### config.mk
export PLATFORM = sky130hd
export DESIGN_NAME = triple_scheduler_flat
export DESIGN_NICKNAME = d
export VERILOG_FILES = /design/src/rtl/triple_scheduler_if.sv /design/src/rtl/triple_scheduler.sv /design/src/flat_wrapper.sv
export SDC_FILE = /design/constraint.sdc
export NUM_CORES = 1
export LEC_CHECK = 0
export CORE_ASPECT_RATIO = 1.5
export CORE_UTILIZATION = 36
export CTS_BUF_LIST = sky130_fd_sc_hd__clkbuf_4 sky130_fd_sc_hd__clkbuf_8
export DETAILED_ROUTE_END_ITERATION = 6
export MAX_ROUTING_LAYER = met4
export PLACE_DENSITY = 0.78
export SLEW_MARGIN = 40
export SYNTH_ARGS = -nofsm -noshare
export SYNTH_HDL_FRONTEND = slang
export SYNTH_SLANG_ARGS = --single-unit
### constraint.sdc
create_clock -name clk -period 1.72 [get_ports clk]
set_clock_uncertainty 0.1 [all_clocks]
set_input_delay 0.258 -clock clk [delete_from_list [all_inputs] [get_ports clk]]
set_output_delay 0.258 -clock clk [all_outputs]
set_load 0.005 [all_outputs]
### src/rtl/triple_scheduler_if.sv
// triple_scheduler_if: requester, shared-unit and response signals of the triple scheduler
interface triple_scheduler_if #(
    parameter int NREQ = 4,
    parameter int A_W  = 4,
    parameter int R_W  = 6,
    parameter int ID_W = 2
);
    logic [NREQ-1:0]     req_valid;
    logic [NREQ*A_W-1:0] req_a;
    logic [NREQ-1:0]     req_ready;
    logic [A_W-1:0]      tri_a;
    logic [R_W-1:0]      tri_result;
    logic                resp_valid;
    logic [ID_W-1:0]     resp_id;
    logic [R_W-1:0]      resp_result;
    logic                resp_ready;
    logic                busy;
    modport master (
        input  req_valid, req_a, tri_result, resp_ready,
        output req_ready, tri_a, resp_valid, resp_id, resp_result, busy
    );
    modport slave (
        output req_valid, req_a, tri_result, resp_ready,
        input  req_ready, tri_a, resp_valid, resp_id, resp_result, busy
    );
endinterface

### src/rtl/triple_scheduler.sv
// triple_scheduler: round-robin sharing of one combinational 3*a unit among NREQ requesters
module triple_scheduler #(
    parameter int NREQ = 4,
    parameter int A_W  = 4,
    parameter int R_W  = 6,
    parameter int ID_W = 2
) (
    input logic clk,
    input logic rst,
    triple_scheduler_if.master bus
);
    localparam logic [1:0] IDLE  = 2'd0;
    localparam logic [1:0] DRIVE = 2'd1;
    localparam logic [1:0] RESP  = 2'd2;
    logic [1:0]      state;
    logic [ID_W-1:0] rr_ptr;
    logic [ID_W-1:0] id_reg;
    logic [A_W-1:0]  op_reg;
    logic [R_W-1:0]  res_reg;
    logic [ID_W-1:0] gnt;
    logic            gnt_ok;
    logic [ID_W-1:0] nxt_ptr;
    // first requesting index at or after rr_ptr, wrapping; descending scan so the nearest wins
    always_comb begin
        gnt = '0;
        gnt_ok = 1'b0;
        for (int k = NREQ - 1; k >= 0; k--) begin
            if (bus.req_valid[(int'(rr_ptr) + k) % NREQ]) begin
                gnt = ID_W'((int'(rr_ptr) + k) % NREQ);
                gnt_ok = 1'b1;
            end
        end
    end
    assign nxt_ptr         = (gnt == ID_W'(NREQ - 1)) ? '0 : gnt + 1'b1;
    assign bus.req_ready   = (state == IDLE && gnt_ok) ? NREQ'(1) << gnt : '0;
    assign bus.tri_a       = op_reg;
    assign bus.resp_valid  = state == RESP;
    assign bus.resp_id     = (state == RESP) ? id_reg : '0;
    assign bus.resp_result = (state == RESP) ? res_reg : '0;
    assign bus.busy        = state != IDLE;
    // accept in IDLE, capture the shared unit's result in DRIVE, hold the response in RESP
    always_ff @(posedge clk) begin
        if (rst) begin
            state   <= IDLE;
            rr_ptr  <= '0;
            op_reg  <= '0;
            id_reg  <= '0;
            res_reg <= '0;
        end else if (state == IDLE && gnt_ok) begin
            op_reg <= bus.req_a[gnt*A_W +: A_W];
            id_reg <= gnt;
            rr_ptr <= nxt_ptr;
            state  <= DRIVE;
        end else if (state == DRIVE) begin
            res_reg <= bus.tri_result;
            state   <= RESP;
        end else if (state == RESP && bus.resp_ready) begin
            state <= IDLE;
        end
    end
endmodule
### src/flat_wrapper.sv
// flat-port wrapper written by rule: the top's interface ports become plain ports
module triple_scheduler_flat 
#(
    parameter int NREQ = 4,
    parameter int A_W  = 4,
    parameter int R_W  = 6,
    parameter int ID_W = 2
)
  (clk, rst, bus_req_valid, bus_req_a, bus_tri_result, bus_resp_ready, bus_req_ready, bus_tri_a, bus_resp_valid, bus_resp_id, bus_resp_result, bus_busy);
  triple_scheduler_if #(.NREQ(NREQ), .A_W(A_W), .R_W(R_W), .ID_W(ID_W)) bus_i ();
  input logic clk;
  input logic rst;
  input wire logic [$bits(bus_i.req_valid)-1:0] bus_req_valid;
  input wire logic [$bits(bus_i.req_a)-1:0] bus_req_a;
  input wire logic [$bits(bus_i.tri_result)-1:0] bus_tri_result;
  input wire logic [$bits(bus_i.resp_ready)-1:0] bus_resp_ready;
  output wire logic [$bits(bus_i.req_ready)-1:0] bus_req_ready;
  output wire logic [$bits(bus_i.tri_a)-1:0] bus_tri_a;
  output wire logic [$bits(bus_i.resp_valid)-1:0] bus_resp_valid;
  output wire logic [$bits(bus_i.resp_id)-1:0] bus_resp_id;
  output wire logic [$bits(bus_i.resp_result)-1:0] bus_resp_result;
  output wire logic [$bits(bus_i.busy)-1:0] bus_busy;
  assign bus_i.req_valid = bus_req_valid;
  assign bus_i.req_a = bus_req_a;
  assign bus_i.tri_result = bus_tri_result;
  assign bus_i.resp_ready = bus_resp_ready;
  assign bus_req_ready = bus_i.req_ready;
  assign bus_tri_a = bus_i.tri_a;
  assign bus_resp_valid = bus_i.resp_valid;
  assign bus_resp_id = bus_i.resp_id;
  assign bus_resp_result = bus_i.resp_result;
  assign bus_busy = bus_i.busy;
  triple_scheduler #(.NREQ(NREQ), .A_W(A_W), .R_W(R_W), .ID_W(ID_W)) u_core (.clk(clk), .rst(rst), .bus(bus_i));
endmodule
==> results.py <==
metrics = {
    "outcome": {
        "status": "complete, but fails checks",
        "violations": "negative setup slack",
    },
    "route": {
        "viasPerCell": 5.616,
        "drt_wl_total_um": 3474,
        "drt_iter0_drc": 47,
        "first_pass_iters": 5,
        "num_vias": 1185,
        "detail_route.wl_per_cell_um": 16.46,
        "drc_errors": 0,
        "postRouteAntennaNets": 0,
    },
    "clocking": {
        "clock_latency_ps": 280,
        "htreeDepth": 1,
        "path_clk_slew_ps": 90,
        "cts_inserted_buffers": 3,
        "postCtsHoldBufs": 0,
        "cts_max_path_buffers": 2,
        "cts_tree": "yes",
        "clock_sinks": 16,
        "root_buffer": "clkbuf_4",
    },
    "yosys": {
        "syn_nets": 136,
        "synthXorXnorAreaFrac": 0.009589,
        "synth_cells": 107,
        "netlist_top_cells_count": "dfxtp_1, nor2_1, mux2i_1, a21oi_1, and2_1",
        "yosys.area.top_type": "dfxtp_1",
        "synthArstFlopShare": 0,
        "synth_compound_area_frac": 0.2027,
        "synth-main-ff-cell": "dfxtp_1",
        "synth_top_family_by_area": "simple AND/OR/NAND/NOR gates",
        "syn_area_um2": 913.4,
        "postSynthAreaPerCell_um2": 8.536,
        "synth_area_leaders": "dfxtp_1, mux2i_1, and2_1",
        "ys_seq_area_frac": 0.3507,
        "synthSimpleGateAreaFrac": 0.2863,
        "yosysMostFrequentCell": "dfxtp_1",
        "ys_types": 30,
        "yosysWarnings": 0,
        "synth_seq_cells": 16,
        "muxShareOfSynthArea": 0.1205,
        "synth-edff-count": 0,
        "synth.top_cell.area_share": 0.3507,
        "synth_fa_ha_area_frac": 0,
    },
    "floorplan": {
        "die_w_um": 43.13,
        "core-area_mm2": 0.002422,
        "boundaryPins": 47,
        "die_y_um": 63.69,
        "row_count": 22,
        "initial_core_util": 0.3771,
        "dieArea_mm2": 0.002747,
    },
    "critical_path": {
        "path_delay_family": "buffers and inverters",
        "crit_path_end_kind": "primary output",
        "worstPathMaxFanout": 3,
        "worstSetupPathDepth": 8,
        "worstPathCellList": "buf_4, buf_4, nand2_4, nor2_4, nor3_4, buf_4, nor3b_2, buf_2",
        "rr_worst_depth": 8,
        "cp-endpoint": "bus_req_ready[2]",
        "cp_data_required_time_ps": 1360,
        "critPathKind": "reg2out",
        "r2r_end": "u_core.bus.tri_a[1]",
        "cpMostUsedCell": "buf_4",
        "arrival_ps": 1690,
        "r2r_setup_slack_ps": -280,
        "start_kind": "flip-flop",
        "crit_buf_inv": 4,
        "r2r-start": "u_core.rr_ptr[1]",
        "critPathSlowestCell": "dfxtp_4",
        "startpoint": "u_core.rr_ptr[1]",
        "slowest_delay_ps": 390,
    },
    "sta": {
        "final.min_clock_period_ps": 2046,
        "worstMarginPinSlew_ps": 441.2,
        "rsz0062_at_grt": "true",
        "final-setup-viol-count": 10,
        "drv_slew": 0,
        "final.period_utilization": 1.190,
        "hold_viol_final": 0,
        "worst_hold_slack_ps": 364.5,
        "max_freq_mhz": 488.7,
        "max-slew-margin-rel": 0.7059,
        "setup_ws_ps": -326.2,
    },
    "global_routing": {
        "grt_usage": 0.2491,
        "grt_pass1_wl_um": 5064,
        "grt_pass1_vias": 1164,
        "grt-ovfl-total": 0,
        "grt_max_degree": 10,
        "antenna_found_initial": 0,
    },
    "finish": {
        "layout.nets": 217,
        "drive_above_1_share": 0.4332,
        "diodes": 0,
        "post-route-util": 0.7521,
        "area_delta_synth_final_pct": 99.45,
        "largest_reg_flops": 6,
        "finalInstanceArea_mm2": 0.001822,
        "multi_input_area_um2": 714.4,
        "seq_area_um2": 326.6,
        "nFillCells": 163,
    },
    "power": {
        "powerDensity_mw_per_mm2": 774.4,
        "vdd_drop_max_mv": 0.5019,
        "sequentialPowerShare": 0.320,
        "clkPwrFrac": 0.176,
        "power.switching_mw": 0.4519,
        "p_sw_frac": 0.3203,
        "p_int_mw": 0.9589,
        "static-leakage-power_nw": 0.7803,
        "combPwrFrac": 0.503,
        "p_total_mw": 1.411,
    },
    "placement": {
        "portBuffers": 46,
        "place_ws_ps": -739.6,
        "hpwl_um": 2168,
        "gp_congestion": 0.7935,
        "dpl-instance-area_mm2": 0.001545,
    },
    "min_path": {
        "worstHoldPathType": "reg2reg",
        "min_from": "u_core.id_reg[0]",
    },
    "run": {
        "cap_violations": 0,
    },
}
-- how the worst min path moves through the flow --
stage / endpoint / cells past startpoint
after floorplan: u_core.res_reg[0] / 2
after global placement: u_core.id_reg[0] / 2
after detailed placement: u_core.id_reg[0] / 2
after CTS: u_core.id_reg[0] / 2
after global routing: u_core.id_reg[0] / 2
final: u_core.id_reg[0] / 2
-- power groups by stage --
stage               clock [mW]  combinational [mW]  sequential, mW
finish                   0.249               0.710           0.452
global route             0.265               0.752           0.458
floorplan                    0               0.226           0.454
CTS                      0.252               0.627           0.453
global placement             0               0.494           0.451
detailed placement           0               0.508           0.454
-- layer usage --
metal  vias up  track usage  part of all wire  wire length [um]
met5         -            -                 0                 0
met3        10      0.03725             0.081               281
met1       550       0.2460              0.36              1239
met2        74       0.4664              0.53              1836
met4         0      0.09470             0.033               116
li1        551            -                 -                 -
-- cells in the final DEF, fill, tap and decap left out, drive strengths merged, types with 2 or more instances in the layout --
cell type | synthesis | routed
clkdlybuf4s15 | 0 | 2
mux2i | 11 | 11
o31a | 4 | 4
buf | 1 | 39
clkdlybuf4s50 | 0 | 28
dlygate4sd2 | 0 | 5
or2 | 4 | 4
nor2b | 2 | 2
clkbuf | 3 | 10
nor2 | 12 | 12
and2 | 8 | 8
and4 | 4 | 4
nand3 | 4 | 4
nand2 | 4 | 4
inv | 3 | 3
o221ai | 4 | 4
o21ai | 6 | 6
dfxtp | 16 | 16
nor3 | 2 | 2
a21oi | 9 | 9
-- cells by family (layout without fill, tap and decap cells) --
family | count (synthesis) | after routing
simple gates | 45 | 45
compound gates | 27 | 27
mux | 11 | 11
buf+inv | 7 | 87
xor+xnor | 1 | 1
flops | 16 | 16
-- worst register-to-register path, cell delays in order, from the launching register on --
cell,delay [ps]
dfxtp_4,390
buf_4,130
a21oi_1,60
o21a_1,220
o22a_4,260
buf_6,120
buf_6,110
or3_4,370
o221ai_2,180
-- area by class of cell --
type,instances,share of cell area
timing repair buffer,80,0.3860
clock buffer,4,0.01992
sequential,16,0.1793
multi-input combinational,84,0.3922
tap,24,0.01648
inverter,3,0.006181
-- timing repair --
| item | in CTS | in global routing |
|---|---|---|
| pin swaps | 8 | 8 |
| hold endpoints to repair | 0 | 0 |
| gates resized for setup | 79 | 20 |
| buffers inserted | 12 | 3 |
| setup endpoints to repair | 19 | 18 |
| cloned | 1 | 0 |
-- stage by stage --
| step | TNS [ps] | instances |
|---|---|---|
| final | -2433 | 211 |
| after global placement | -4984 | 194 |
| after detailed placement | -5893 | 194 |
| after CTS | -1359 | 208 |
| after global routing | -3069 | 211 |
| after floorplan | 0 | 107 |
No activity file was read; power rests on OpenSTA's default activity.
